<file path="src/rtl/sha256_hash_state.sv">
// sha256_hash_state: holds the SHA-256 chaining value H0..H7 for one message.
// It seeds the compression core with the current H, absorbs the core's final
// working variables with per-word mod-2^32 addition, and presents the digest
// after the last block on a valid/ready port.
// Optional build macro SHA224_MODE_EN adds the sha224_sel input, which selects
// the SHA-224 IV and zeroes the low digest word.
module sha256_hash_state #(
  parameter int CNT_W = 16
) (
  input  logic             clk,
  input  logic             rst,
  input  logic             msg_start,
`ifdef SHA224_MODE_EN
  input  logic             sha224_sel,
`endif
  output logic             seed_valid,
  input  logic             seed_ready,
  output logic [255:0]     seed_data,
  input  logic             rnd_valid,
  output logic             rnd_ready,
  input  logic [255:0]     rnd_data,
  input  logic             rnd_last,
  output logic             dig_valid,
  input  logic             dig_ready,
  output logic [255:0]     dig_data,
  output logic [CNT_W-1:0] blk_cnt,
  output logic             busy
);

  localparam logic [255:0] IV_256 = {
    32'h6a09e667, 32'hbb67ae85, 32'h3c6ef372, 32'ha54ff53a,
    32'h510e527f, 32'h9b05688c, 32'h1f83d9ab, 32'h5be0cd19
  };

  typedef enum logic [2:0] {
    S_IDLE,
    S_SEED,
    S_WAIT,
    S_ADD,
    S_OUT
  } state_t;

  state_t           state_q;
  state_t           state_nxt;
  logic [255:0]     h_q;
  logic [255:0]     rnd_q;
  logic             last_q;
  logic [255:0]     iv;

`ifdef SHA224_MODE_EN
  localparam logic [255:0] IV_224 = {
    32'hc1059ed8, 32'h367cd507, 32'h3070dd17, 32'hf70e5939,
    32'hffc00b31, 32'h68581511, 32'h64f98fa7, 32'hbefa4fa4
  };

  logic mode224_q;

  // IV choice follows sha224_sel, which only matters when msg_start loads it.
  assign iv       = sha224_sel ? IV_224 : IV_256;
  assign dig_data = mode224_q ? {h_q[255:32], 32'h0} : h_q;

  // Remember which digest variant this message uses.
  always_ff @(posedge clk or posedge rst) begin
    if (rst) begin
      mode224_q <= 1'b0;
    end else if (msg_start) begin
      mode224_q <= sha224_sel;
    end
  end
`else
  assign iv       = IV_256;
  assign dig_data = h_q;
`endif

  assign seed_data = h_q;

  // State register.
  // NOTE: clocked state uses non-blocking assignments so every flop samples
  // pre-edge values regardless of block ordering.
  always_ff @(posedge clk or posedge rst) begin
    if (rst) begin
      state_q <= S_IDLE;
    end else begin
      state_q <= state_nxt;
    end
  end

  // Next-state logic; msg_start overrides any handshake in every state.
  // NOTE: the default assignment first keeps this purely combinational (no latch).
  always_comb begin
    state_nxt = state_q;
    if (msg_start) begin
      state_nxt = S_SEED;
    end else begin
      case (state_q)
        S_IDLE: state_nxt = S_IDLE;
        S_SEED: if (seed_ready) state_nxt = S_WAIT;
        S_WAIT: if (rnd_valid)  state_nxt = S_ADD;
        S_ADD:  state_nxt = last_q ? S_OUT : S_SEED;
        S_OUT:  if (dig_ready)  state_nxt = S_IDLE;
        default: state_nxt = S_IDLE;
      endcase
    end
  end

  // Handshake outputs are pure decodes of the current state.
  always_comb begin
    seed_valid = (state_q == S_SEED);
    rnd_ready  = (state_q == S_WAIT);
    dig_valid  = (state_q == S_OUT);
    busy       = (state_q != S_IDLE);
  end

  // Datapath: IV load, result capture, per-word absorb and block counting.
  always_ff @(posedge clk or posedge rst) begin
    if (rst) begin
      h_q     <= '0;
      rnd_q   <= '0;
      last_q  <= 1'b0;
      blk_cnt <= '0;
    end else if (msg_start) begin
      h_q     <= iv;
      blk_cnt <= '0;
    end else if (state_q == S_WAIT && rnd_valid) begin
      rnd_q  <= rnd_data;
      last_q <= rnd_last;
    end else if (state_q == S_ADD) begin
      // Each 32-bit lane wraps on its own; no carry crosses word boundaries.
      for (int i = 0; i < 8; i++) begin
        h_q[i*32 +: 32] <= h_q[i*32 +: 32] + rnd_q[i*32 +: 32];
      end
      if (blk_cnt != '1) begin
        blk_cnt <= blk_cnt + CNT_W'(1);
      end
    end
  end

endmodule
</file>
<file path="config.mk">
export PLATFORM = sky130hd
export DESIGN_NAME = sha256_hash_state
export DESIGN_NICKNAME = d
export VERILOG_FILES = /design/src/rtl/sha256_hash_state.sv
export SDC_FILE = /design/constraint.sdc
export NUM_CORES = 2
export LEC_CHECK = 0
export CAP_MARGIN = 20
export CORE_AREA = 2 2 310 312
export CTS_BUF_LIST = sky130_fd_sc_hd__clkbuf_4 sky130_fd_sc_hd__clkbuf_8 sky130_fd_sc_hd__clkbuf_16
export DETAILED_ROUTE_END_ITERATION = 16
export DIE_AREA = 0 0 312 314
export SLEW_MARGIN = 0
export SYNTH_ARGS = -nofsm -noshare
export SYNTH_HDL_FRONTEND = slang
export SYNTH_SLANG_ARGS = --single-unit
</file>
<file path="constraint.sdc">
create_clock -name clk -period 20.1 [get_ports clk]
set_clock_uncertainty 0.15 [all_clocks]
set_input_delay 4.02 -clock clk [delete_from_list [all_inputs] [get_ports clk]]
set_output_delay 4.02 -clock clk [all_outputs]
set_load 0.02 [all_outputs]
</file>
==> results.yml <==
logic_synthesis:
  synth_ff_type: "dfrtp_1"
  synth.distinct_cells: 78
  ys_seq_area_share_pct: 39.1
  synth_area_leaders: "dfrtp_1, ha_1, mux2_2"
  post_synth_instance_area_um2: 34100
  ys_ff_latch: 532
  async_reset_ff_share_pct: 100
  yosys.area.top_type: "dfrtp_1"
  synth_cells: 3525
  avgSynthCellArea_um2: 9.66
  synth_top_cell_area_share_pct: 39.1
  syn-num-nets: 4045
  yosys_warnings: 0
  synth-edff-count: 0
clocking:
  clk_pin_slew_ns: 0.05
  clock_sinks: 532
  clockBufferDepth: 3
  cts_hold_buf: 0
  postCtsSetupRepairBufs: 0
  cts_buffers: 67
  htree_levels: 3
  tritoncts: "yes"
  clk_root_buffer_cell: "clkbuf_16"
  clk_latency_ns: 0.63
  cts_resized: 0
cells_and_area:
  layout.nets: 4543
  layout_commonest_cell: "clkdlybuf4s50_1"
  syn2layout_area_growth_pct: 28.5
  drive_above_1_share_pct: 10.6
  post-route-cell-area_um2: 43700
  n_fill_cell: 9032
  final_cell_mix: "clkdlybuf4s50_1, dfrtp_1, a21oi_1, nand2_1, mux2_2"
worst_setup_path:
  cp_common_cell: "buf_4"
  max_stage_delay_ns: 0.85
  critical_path.cell_chain: "clkbuf_8, inv_4, nand3_4, buf_4, buf_4, mux2_2"
  start_kind: "input pin"
  critPathArrivalTime_ns: 7.30
  cp.required_ns: 20.43
  cp_num_buf_inv: 4
  end_kind: "register"
  critPathTopFamily: "buffers and inverters"
  worst_path_max_delay_cell: "buf_4"
  critPathMaxFanout: 68
  crit_type: "in2reg"
grt:
  grt_pass1_wl_mm: 167
  grt_usage_pct: 21.6
  antenna_found_initial: 10
  grt_pass1_vias: 27700
  grt_max_degree: 171
  overflow: 0
run_status:
  status: "finished, final reports clean"
placed_design:
  gp_congestion: 0.871
  placed_area_um2: 41400
  dp_hpwl_mm: 80.0
  portBuffers: 794
route:
  drt-met1-wl_mm: 47.1
  routed_via_density: 5.27
  antenna_left: 0
  met3_length_mm: 5.42
  drc: 0
  highest_layer: "met5"
  dr.pass1.iters: 5
  routed_wl_mm: 109
  initialDrtViolationCount: 1435
  wl_per_cell_um: 20.5
  wl_met2_mm: 54.7
  dr_total_vias: 28100
timing:
  tightest_slew_ns: 1.00
  min_period_ns: 6.96
  max-slew-margin-rel_pct: 33.3
  setup_tns_ns: 0
  fin_crit_sh_pct: 34.6
  hold_viol: 0
  timing.fmax_ghz: 0.144
  slew_viol_final: 0
  rsz0062_at_grt: "false"
  setup_viol: 0
die:
  core-area_um2: 94400
  start_util_pct: 36.1
  die_h_um: 314
  dieArea_um2: 98000
  ios: 795
  num_rows: 113
  die_w_um: 312
worst_hold_path:
  hold_class: "reg2reg"
power:
  powerDensity_nw_per_um2: 104
  power.leakage_nw: 19.3
  ir_worst_vdd_mv: 0.0459
flow_run:
  maxCapViolations: 0
per-stage QoR:
stage          hold slack (ns)  total power, W  utilization (%)  setup slack, ns  cells
3_3_place_gp             0.343         0.00324             43.8            12.50   5219
2_1_floorplan            0.334         0.00274                -             1.06   3525
3_5_place_dp             0.349         0.00326             43.8            12.47   5219
5_1_grt                  0.369         0.00483             46.3            12.95   5338
4_1_cts                  0.362         0.00457             46.3            13.13   5335
6_report                 0.358         0.00453             46.3            13.14   5338
final timing paths:
check	from	end	slack, ns	cells after the start
setup / recovery	msg_start	rnd_q[33]$_DFFE_PP0P_	13.14	6
hold / removal	rnd_q[211]$_DFFE_PP0P_	rnd_q[211]$_DFFE_PP0P_	0.36	1
setup reg to reg	dig_data[160]$_DFFE_PP0P_	dig_data[188]$_DFFE_PP0P_	15.95	11
hold reg to reg	rnd_q[211]$_DFFE_PP0P_	rnd_q[211]$_DFFE_PP0P_	0.36	1
max in group asynchronous	rst	rnd_q[99]$_DFFE_PP0P_	13.71	4
min in group asynchronous	rst	blk_cnt[6]$_DFFE_PP0P_	3.83	2
layer usage:
layer	GRT usage, %	vias up
li1	-	13400
met1	27.7	13800
met2	38.2	766
met3	3.85	129
met4	4.36	6
met5	0	-
cell type report:
class	instances	area [µm²]	area share (%)
timing repair buffer	818	8160	18.6
clock inverter	22	298	0.681
tap	1265	1580	3.62
clock buffer	94	2020	4.63
sequential	532	13300	30.4
inverter	72	280	0.641
antenna	3	7.51	0.0172
multi-input combinational	2532	18100	41.3
cell usage after synthesis, types with 8 or more instances:
| cell | number |
|---|---|
| dfrtp_1 | 532 |
| a21oi_1 | 350 |
| nand2_1 | 345 |
| mux2_2 | 258 |
| buf_4 | 256 |
| ha_1 | 249 |
| o21ai_0 | 186 |
| nor2_1 | 159 |
| clkbuf_1 | 125 |
| xnor2_1 | 116 |
| a21o_1 | 111 |
| xor2_1 | 89 |
| nand3_1 | 83 |
| inv_1 | 71 |
| o211ai_1 | 57 |
| a211oi_1 | 40 |
| nor3_1 | 39 |
| o21bai_1 | 39 |
| nor2b_1 | 34 |
| and3_1 | 31 |
| nand4_1 | 29 |
| nand2b_1 | 28 |
| a31oi_1 | 27 |
| o21a_1 | 26 |
| or3_1 | 18 |
| o31ai_1 | 17 |
| nand3b_1 | 11 |
| nor3b_1 | 11 |
| mux2i_1 | 10 |
| a21boi_0 | 8 |
| a41oi_1 | 8 |
| fa_1 | 8 |
| nand4b_1 | 8 |
| o311ai_0 | 8 |
cell families (layout without fill, tap and decap cells):
kind of cell / after synthesis / in the layout / share of synthesized area [%]
other cells: 0 / 3 / 0
mux: 269 / 269 / 8.86
fa+ha+maj: 257 / 257 / 9.62
compound gates: 961 / 961 / 17.6
xor+xnor: 205 / 205 / 5.27
flops: 532 / 532 / 39.1
simple gates: 840 / 840 / 11.6
buf+inv: 461 / 1006 / 7.91
where the power goes:
part / total [W] / switching (W) / leakage [nW] / internal (W)
registers: 0.00143 / 0.000175 / 6.51 / 0.00125
clock network: 0.00128 / 0.000491 / 1.16 / 0.000791
logic: 0.00182 / 0.000967 / 11.6 / 0.000855
total: 0.00453 / 0.00163 / 19.3 / 0.00290
flip-flops by register name, indices dropped and copies added, names as in the netlist:
signal / count
blk_cnt: 16
last_q: 1
dig_data: 256
state_q: 3
rnd_q: 256
Note: power is estimated with default switching activity, not from simulation.
